File: config.mk
export PLATFORM = sky130hd
export DESIGN_NAME = mem_port_arbiter
export DESIGN_NICKNAME = d
export VERILOG_FILES = /design/src/rtl/arb_pkg.sv /design/src/rtl/arb_req_latch.sv /design/src/rtl/mem_port_arbiter.sv
export SDC_FILE = /design/constraint.sdc
export NUM_CORES = 1
export LEC_CHECK = 0
export CORE_ASPECT_RATIO = 0.8
export CORE_MARGIN = 2
export CORE_UTILIZATION = 37
export DETAILED_ROUTE_END_ITERATION = 10
export GPL_ROUTABILITY_DRIVEN = 1
export PLACE_DENSITY = 0.84
export SLEW_MARGIN = 40
export SYNTH_ARGS = -nofsm -noshare
export SYNTH_HDL_FRONTEND = slang
export SYNTH_HIERARCHICAL = 1
export SYNTH_SLANG_ARGS = --single-unit
File: constraint.sdc
create_clock -name clk -period 2.6 [get_ports clk]
set_input_delay 0.52 -clock clk [delete_from_list [all_inputs] [get_ports clk]]
set_output_delay 0.52 -clock clk [all_outputs]
set_load 0.1 [all_outputs]
File: src/rtl/arb_pkg.sv
// arb_pkg: shared state encoding and owner encoding for the memory port arbiter.
`default_nettype none

package arb_pkg;

  localparam int STATE_W = 6;

  typedef enum logic [STATE_W-1:0] {
    ST_IDLE = 6'b000001,
    ST_IRD  = 6'b000010,
    ST_IRW  = 6'b000100,
    ST_DRD  = 6'b001000,
    ST_DRW  = 6'b010000,
    ST_DWR  = 6'b100000
  } arb_state_t;

  localparam logic OWN_I = 1'b0;
  localparam logic OWN_D = 1'b1;

  // IDLE reports OWN_I; callers that care about ownership in IDLE qualify it with the grant.
  function automatic logic owner_of(input arb_state_t s);
    return (s == ST_DRD || s == ST_DRW || s == ST_DWR) ? OWN_D : OWN_I;
  endfunction

endpackage

`default_nettype wire

File: src/rtl/arb_req_latch.sv
// arb_req_latch: captures the granted request and drives the memory-side address/data/strobe lines.
`default_nettype none

module arb_req_latch
  import arb_pkg::*;
#(
  parameter int ADDR_W = 32,
  parameter int DATA_W = 32
) (
  input  logic                clk,
  input  logic                rst,
  input  logic                load,
  input  logic                owner,
  input  logic [ADDR_W-1:0]   instr_addr,
  input  logic [ADDR_W-1:0]   data_addr,
  input  logic [DATA_W-1:0]   data_wdata,
  input  logic [DATA_W/8-1:0] data_wstrb,
  input  logic                drive_req,
  input  logic                drive_wr,
  output logic [ADDR_W-1:0]   m_addr,
  output logic [DATA_W-1:0]   m_wdata,
  output logic [DATA_W/8-1:0] m_wstrb
);

  logic [ADDR_W-1:0]   addr_q;
  logic [DATA_W-1:0]   wdata_q;
  logic [DATA_W/8-1:0] wstrb_q;

  // Instruction fetches carry no write payload, so their data/strobe are captured as zero.
  always_ff @(posedge clk or negedge rst) begin
    if (!rst) begin
      addr_q  <= '0;
      wdata_q <= '0;
      wstrb_q <= '0;
    end else if (load) begin
      addr_q  <= (owner == OWN_D) ? data_addr : instr_addr;
      wdata_q <= (owner == OWN_D) ? data_wdata : '0;
      wstrb_q <= (owner == OWN_D) ? data_wstrb : '0;
    end
  end

  always_comb begin
    m_addr  = drive_req ? addr_q  : '0;
    m_wdata = drive_wr  ? wdata_q : '0;
    m_wstrb = drive_wr  ? wstrb_q : '0;
  end

endmodule

`default_nettype wire

File: src/rtl/mem_port_arbiter.sv
// mem_port_arbiter: shares one memory port between CPU instruction and data channels, data first.
// Optional feature macro: ARB_PERF_CNT_EN adds per-requester wait-cycle counters.
`default_nettype none

module mem_port_arbiter
  import arb_pkg::*;
#(
  parameter int ADDR_W = 32,
  parameter int DATA_W = 32
) (
  input  logic                clk,
  input  logic                rst,
  input  logic [ADDR_W-1:0]   i_req_addr,
  input  logic                i_req_valid,
  output logic                i_req_ready,
  output logic [DATA_W-1:0]   i_rdata,
  output logic                i_rvalid,
  input  logic                i_rready,
  input  logic [ADDR_W-1:0]   d_addr,
  input  logic                d_wen,
  input  logic                d_ren,
  input  logic [DATA_W-1:0]   d_wdata,
  input  logic [DATA_W/8-1:0] d_wstrb,
  output logic                d_req_ready,
  output logic [DATA_W-1:0]   d_rdata,
  output logic                d_rvalid,
  input  logic                d_rready,
  output logic [ADDR_W-1:0]   m_addr,
  output logic                m_wen,
  output logic                m_ren,
  output logic [DATA_W-1:0]   m_wdata,
  output logic [DATA_W/8-1:0] m_wstrb,
  input  logic                m_req_ready,
  input  logic [DATA_W-1:0]   m_rdata,
  input  logic                m_rvalid,
  output logic                m_rready
`ifdef ARB_PERF_CNT_EN
  ,
  output logic [31:0]         arb_i_wait_cnt,
  output logic [31:0]         arb_d_wait_cnt
`endif
);

  arb_state_t state, next_state;
  logic       load;
  logic       grant_owner;
  logic       drive_req;
  logic       drive_wr;

  always_ff @(posedge clk or negedge rst) begin
    if (!rst) state <= ST_IDLE;
    else      state <= next_state;
  end

  always_comb begin
    next_state  = state;
    load        = 1'b0;
    grant_owner = OWN_I;
    drive_req   = 1'b0;
    drive_wr    = 1'b0;
    i_req_ready = 1'b0;
    d_req_ready = 1'b0;
    i_rdata     = '0;
    i_rvalid    = 1'b0;
    d_rdata     = '0;
    d_rvalid    = 1'b0;
    m_wen       = 1'b0;
    m_ren       = 1'b0;
    m_rready    = 1'b0;
    unique case (state)
      ST_IDLE: begin
        if (d_wen || d_ren) begin
          next_state  = d_wen ? ST_DWR : ST_DRD;
          grant_owner = OWN_D;
          load        = 1'b1;
          d_req_ready = 1'b1;
        end else if (i_req_valid) begin
          next_state  = ST_IRD;
          load        = 1'b1;
          i_req_ready = 1'b1;
        end
      end
      ST_DWR: begin
        m_wen     = 1'b1;
        drive_req = 1'b1;
        drive_wr  = 1'b1;
        if (m_req_ready) next_state = ST_IDLE;
      end
      ST_DRD: begin
        m_ren     = 1'b1;
        drive_req = 1'b1;
        if (m_req_ready) next_state = ST_DRW;
      end
      ST_IRD: begin
        m_ren     = 1'b1;
        drive_req = 1'b1;
        if (m_req_ready) next_state = ST_IRW;
      end
      // Response phase is a pure pass-through so read data costs no extra cycle.
      ST_DRW: begin
        m_rready = d_rready;
        d_rvalid = m_rvalid;
        d_rdata  = m_rdata;
        if (m_rvalid && d_rready) next_state = ST_IDLE;
      end
      ST_IRW: begin
        m_rready = i_rready;
        i_rvalid = m_rvalid;
        i_rdata  = m_rdata;
        if (m_rvalid && i_rready) next_state = ST_IDLE;
      end
      default: next_state = ST_IDLE;
    endcase
  end

  arb_req_latch #(
    .ADDR_W (ADDR_W),
    .DATA_W (DATA_W)
  ) u_req_latch (
    .clk        (clk),
    .rst        (rst),
    .load       (load),
    .owner      (grant_owner),
    .instr_addr (i_req_addr),
    .data_addr  (d_addr),
    .data_wdata (d_wdata),
    .data_wstrb (d_wstrb),
    .drive_req  (drive_req),
    .drive_wr   (drive_wr),
    .m_addr     (m_addr),
    .m_wdata    (m_wdata),
    .m_wstrb    (m_wstrb)
  );

`ifdef ARB_PERF_CNT_EN
  logic i_is_owner;
  logic d_is_owner;

  // The grant cycle in IDLE counts as ownership for the winner.
  assign i_is_owner = i_req_ready || (state != ST_IDLE && owner_of(state) == OWN_I);
  assign d_is_owner = d_req_ready || (state != ST_IDLE && owner_of(state) == OWN_D);

  always_ff @(posedge clk or negedge rst) begin
    if (!rst) begin
      arb_i_wait_cnt <= '0;
      arb_d_wait_cnt <= '0;
    end else begin
      if (i_req_valid && !i_is_owner)          arb_i_wait_cnt <= arb_i_wait_cnt + 32'd1;
      if ((d_wen || d_ren) && !d_is_owner)     arb_d_wait_cnt <= arb_d_wait_cnt + 32'd1;
    end
  end
`endif

endmodule

`default_nettype wire

==> results.toml, run 1 <==
[routing]
drtPass1Iterations = 5
vias_per_cell = 5.05
dr.first_iter.drc_count = 199
ant_nets = 0
wl_um = 18100
routedWlPerCell_um = 19.7
drc = 0
vias = 4660

[logic_synthesis]
yosysSeqAreaShare = 0.426
synth_area_leaders = "dfrtp_1 (42%), and2_1 (19%), mux2i_1 (7.4%)"
yosys.area.top_type = "dfrtp_1"
netlist.area_leader.share = 0.420
synthesis.instances = 494
ys_ff_latch = 74
netlist_area_mm2 = 0.00435
synth_fp_nets = 635
syn_avg_cell_area_um2 = 8.80
yosys.cell_types.count = 38
yosysWarningCount = 6

[sta]
fin_crit_ps = 2760
setup_slack_ps = -157
tightest_slew_ps = 584
fin_skew_ps = 7.41
relSlewSlack = 0.607
hold_violations = 0
rsz0062_at_grt = "yes"
drv_slew = 0
fmax_ghz = 0.363
hold_ws_ps = 217
setup_viol = 83
min_period_over_period = 1.06

[layout]
syn_to_final_growth_pct = 115
diodes = 0
fin_nets = 911
drive_above_1_share = 0.377

[place]
place.gp.congestion = 0.803
io_buffers = 279
dp_slack_ps = 69.1
dpl.hpwl_um = 13200

[pwr]
powerDensity_mw_per_mm2 = 992
p_sw_frac = 0.483
p_seq_frac = 0.225
p_switching_mw = 4.47
p_clk_frac = 0.158
p_comb_frac = 0.617
p_int_mw = 4.78
irDropWorstVdd_v = 0.000732
p_leak_nw = 3.89

[clock_network]
path_clk_slew_ps = 60
numCtsBuffers = 9
root_buffer = "clkbuf_16"
cts.sinks = 74
cts_tree = "built"
clockBufferDepth = 2
htree_num_levels = 3
clock_latency_ps = 320

[critical_path]
required_ps = 2080
reg2reg_from = "state[5]$_DFFE_PN0P_"
critical_path.top_delay_family = "simple AND/OR/NAND/NOR gates"
worstSetupPathType = "reg -> out"
r2r-end = "u_req_latch/addr_q[11]$_DFFE_PN0P_"
reg2reg_depth = 8
endpoint_kind = "output port"
worst-path-max-fanout = 9
arrival_ps = 2240
cp_slowest_cell = "or4_4"
worst_setup_path_start_kind = "register"
slowest_delay_ps = 590
worstPathCellList = "or4_4 > nor3b_4 > buf_6 > clkbuf_16 > and2_4 > buf_12"
rrSetupSlack_ps = 170
path_buf_inv = 3

[die]
core_mm2 = 0.0115
design.die.area_mm2 = 0.0126
rows = 35
die_y_um = 101
die_w_um = 125
initial_core_util = 0.379
io_pins = 280

[min_path]
hp-class = "in -> async"

[global_route]
grt-ovfl-total = 0
grt_pass1_vias = 4875
grt_max_degree = 75
grt_pass1_wl_um = 26800
antenna_found_initial = 0
grt_usage = 0.272

[outcome]
violations = "setup timing"
status = "finished, violations left"

[run]
maxCapViolCount = 0
final cells by class:
cell class	instances	area (um^2)
clock buffers	11	253
clock inverters	4	98.8
fillers	657	2140
inverters	40	154
multi-input cells	344	2310
flip-flops and latches	74	1860
well taps	148	185
repair buffers	300	4460
repair inverters	1	7.51
power by group through the flow:
stage	registers [mW]	clock network, mW	logic (mW)
global placement	2.04	0	5.35
floorplan	1.93	0	3.83
finish	2.08	1.46	5.71
global route	2.13	1.53	6.01
detailed placement	2.07	0	5.52
CTS	2.06	1.47	5.62
cell usage after synthesis, drive strengths merged:
master / number
a211oi: 1
a21boi: 1
a21oi: 34
a22o: 1
a31o: 1
a31oi: 1
a32o: 1
and2: 134
and2b: 2
and3: 1
and3b: 1
buf: 21
clkbuf: 15
dfrtp: 73
dfstp: 1
inv: 40
mux2i: 32
nand2: 5
nand3: 37
nand3b: 2
nor2: 38
nor3: 2
nor3b: 3
nor4: 2
o21ai: 39
o221a: 1
o31ai: 1
o32ai: 1
or3b: 1
or4: 1
xnor2: 1
worst reg2reg max path, cell delays in order (launching register included):
cell      delay, ps
dfrtp_2         420
buf_4           170
nor4_1          380
nand3b_1        300
nor2_4          220
buf_4           170
buf_12          250
mux2i_1         300
a21oi_1         100
state kept, by name (all words and copies together) (netlist names):
register and count:
state 6, u_req_latch/addr_q 32, u_req_latch/wdata_q 32, u_req_latch/wstrb_q 4
cell usage in the layout, fill, tap and decap left out, types with 30 or more instances in the layout:
cell type,instances
and2_1,38
inv_1,39
mux2i_1,32
buf_12,145
a21oi_1,34
nand3_1,36
clkdlybuf4s50_1,139
and2_2,60
o21ai_0,30
nor2_1,35
dfrtp_1,69
and2_4,36
routing by layer:
| layer | global-route usage | share of wire | vias up |
|---|---|---|---|
| met5 | 0 | 0 | - |
| met3 | 0.0626 | 0.057 | 46 |
| met4 | 0.0932 | 0.027 | 0 |
| met2 | 0.502 | 0.54 | 224 |
| li1 | - | - | 2158 |
| met1 | 0.313 | 0.38 | 2232 |
per-stage QoR:
stage / std cells / setup TNS [ps] / cell area [um^2] / power (mW) / util
2_1_floorplan: 494 / 0 / 4470 / 5.76 / -
3_3_place_gp: 893 / 0 / 8720 / 7.39 / 0.760
3_5_place_dp: 893 / 0 / 8720 / 7.59 / 0.760
4_1_cts: 917 / -5270 / 9190 / 9.15 / 0.801
5_1_grt: 922 / -11960 / 9330 / 9.68 / 0.813
6_report: 922 / -8790 / 9330 / 9.25 / 0.813
cells by family after synthesis:
family | share of synthesized area
simple gates | 0.304
compound gates | 0.102
buf+inv | 0.0924
flops | 0.426
mux | 0.0737
xor+xnor | 0.00202
worst max path at each step:
stage,startpoint,endpoint,slack (ps),depth (start not counted)
final,state[3]$_DFFE_PN0P_,i_rdata[26],-160,6
after floorplan,state[3]$_DFFE_PN0P_,i_rdata[24],5,3
after global routing,state[3]$_DFFE_PN0P_,i_rdata[26],-200,6
after global placement,state[0]$_DFFE_PN1P_,m_wstrb[2],230,5
after CTS,state[0]$_DFFE_PN1P_,i_rdata[11],-100,6
after detailed placement,state[2]$_DFFE_PN0P_,m_wdata[14],70,5
repair_timing:
item / in CTS / in global routing
cloned: 2 / 3
pin swaps: 3 / 11
buffers inserted: 7 / 4
setup endpoints to repair: 136 / 119
hold buffers: 0 / 0
resized for setup: 15 / 42
(Power assumes the default switching activity.)
==> run 2: changes to the inputs <==
--- a/config.mk
+++ b/config.mk
@@ -5,13 +5,12 @@
 export SDC_FILE = /design/constraint.sdc
 export NUM_CORES = 1
 export LEC_CHECK = 0
-export CORE_ASPECT_RATIO = 0.8
-export CORE_MARGIN = 2
-export CORE_UTILIZATION = 37
+export CORE_AREA = 2 2 108 110
 export DETAILED_ROUTE_END_ITERATION = 10
+export DIE_AREA = 0 0 110 112
+export DONT_BUFFER_PORTS = 1
 export GPL_ROUTABILITY_DRIVEN = 1
-export PLACE_DENSITY = 0.84
-export SLEW_MARGIN = 40
+export PLACE_DENSITY = 0.55
 export SYNTH_ARGS = -nofsm -noshare
 export SYNTH_HDL_FRONTEND = slang
 export SYNTH_HIERARCHICAL = 1
==> run 2 against run 1 <==
  * The run still ends with setup timing left
  * Utilization shrank 18 points
  * Register-to-register slack gained 190 ps
  * Cell count down 18%
  * Worst hold slack got worse by 190 ps
  * Routed wire length is 22% lower
  * Combinational power down 13%
  * Via count down 17%
  * Largest power group unchanged
==> results.toml, run 2 (synthesis gave the netlist of run 1 again) <==
[outcome]
status = "finished, violations left"
violations = "setup timing"

[pwr]
powerDensity_mw_per_mm2 = 1150
p_comb_frac = 0.606
p_total_mw = 8.18
p_switching_mw = 4.20
p_seq_frac = 0.246
p_sw_frac = 0.514
p_leak_nw = 3.09
p_int_mw = 3.98
p_clk_frac = 0.148
irDropWorstVdd_v = 0.000877

[routing]
vias_per_cell = 5.07
ant_nets = 0
vias = 3854
wl_um = 14100
routedWlPerCell_um = 18.5
drtPass1Iterations = 5
dr.first_iter.drc_count = 269
drc = 0

[global_route]
grt_usage = 0.222
grt_pass1_wl_um = 20900
grt_pass1_vias = 3846
grt-ovfl-total = 0
antenna_found_initial = 0
grt_max_degree = 75

[place]
dpl.hpwl_um = 10400
dp_slack_ps = 219
place.gp.congestion = 0.870
io_buffers = 0

[die]
initial_core_util = 0.389
design.die.area_mm2 = 0.0123
die_y_um = 112
core_mm2 = 0.0112
rows = 39
die_w_um = 110
io_pins = 280

[sta]
fin_skew_ps = 10.4
tightest_slew_ps = 467
fin_crit_ps = 2700
setup_viol = 67
hold_violations = 0
setup_slack_ps = -104
rsz0062_at_grt = "yes"
min_period_over_period = 1.04
drv_slew = 0
relSlewSlack = 0.686
fmax_ghz = 0.370

[critical_path]
arrival_ps = 2180
required_ps = 2080
worst_setup_path_start_kind = "register"
worst-path-max-fanout = 13
worstSetupPathType = "reg -> out"
endpoint_kind = "output port"

[clock_network]
clockBufferDepth = 2
path_clk_slew_ps = 60
numCtsBuffers = 9
clock_latency_ps = 330
cts.sinks = 74
htree_num_levels = 3
root_buffer = "clkbuf_16"
cts_tree = "built"

[layout]
multiInputGateArea_mm2 = 0.00231
final_cell_mix = "buf_12 (85), dfrtp_1 (71), and2_4 (49)"
ff_latch_area_mm2 = 0.00186
fill_cells = 916
drive_above_1_share = 0.438
fin_nets = 753
syn_to_final_growth_pct = 63.7
diodes = 0
layout_commonest_cell = "buf_12"
reg_top3 = "u_req_latch/addr_q: 32 flops, u_req_latch/wdata_q: 32 flops, state: 6 flops"

[min_path]
hp-class = "in -> async"

[run]
maxCapViolCount = 0
[run 2: changes by cell type in the layout (fill, tap and decap cells not counted), moves of 7 or more]
cell	previous run	this run
and2_2	60	46
and2_4	36	49
buf_12	145	85
buf_4	10	17
buf_6	2	39
clkdlybuf4s50_1	139	0
[run 2: cell type report]
type	count	area share
multi-input combinational	344	0.325
sequential	74	0.261
clock inverter	6	0.00914
tap	143	0.0251
inverter	40	0.0216
clock buffer	10	0.0322
timing repair buffer	143	0.326
[run 2: path summary, 6_finish.rpt]
kind,cells after the start,slack (ps),endpoint,startpoint
hold reg to reg,2,520,u_req_latch/addr_q[1]$_DFFE_PN0P_,u_req_latch/addr_q[1]$_DFFE_PN0P_
setup / recovery,6,-100,i_rdata[20],state[5]$_DFFE_PN0P_
min in group clk,1,300,state[3]$_DFFE_PN0P_,m_req_ready
setup reg to reg,8,360,u_req_latch/addr_q[7]$_DFFE_PN0P_,state[2]$_DFFE_PN0P_
hold / removal,0,30,state[0]$_DFFE_PN1P_,rst
max in group asynchronous,1,2210,state[5]$_DFFE_PN0P_,rst
[run 2: worst max-delay path, stage by stage, from the launching register on]
cell     delay (ps)
dfrtp_2         410
or4_4           580
nor3b_4         250
buf_6           140
buf_12          120
and2_2          170
buf_12          170
[run 2: per-stage QoR]
stage | hold slack (ps) | cells | instance area, um^2 | util | TNS [ps]
after global placement | 226 | 727 | 6400 | 0.573 | 0
after global routing | 5.96 | 760 | 7120 | 0.637 | -8650
after detailed placement | 227 | 727 | 6400 | 0.573 | 0
after CTS | 16.1 | 751 | 6830 | 0.611 | -4950
final | 31.3 | 760 | 7120 | 0.637 | -4090
after floorplan | 224 | 494 | 4470 | - | 0
[run 2: layer usage]
| layer | part of all wire | track usage | up-vias |
|---|---|---|---|
| li1 | - | - | 1835 |
| met1 | 0.36 | 0.261 | 1812 |
| met2 | 0.53 | 0.384 | 191 |
| met3 | 0.094 | 0.0708 | 16 |
| met4 | 0.018 | 0.0641 | 0 |
| met5 | 0 | 0 | - |
[run 2: power groups by stage]
stage	combinational, mW	clock (mW)	sequential [mW]
after floorplan	3.83	0	1.93
after global placement	4.47	0	1.99
after detailed placement	4.55	0	2.02
after CTS	4.65	1.25	2.00
after global routing	5.29	1.30	2.08
final	4.95	1.21	2.02
[run 2: what timing repair did]
item,in CTS,in global routing
gates resized for setup,17,84
pin swaps,2,17
gates cloned,1,2
hold buffers,1,0
endpoints found under the hold margin,73,0
endpoints found under the setup margin,124,132
buffers inserted,6,8
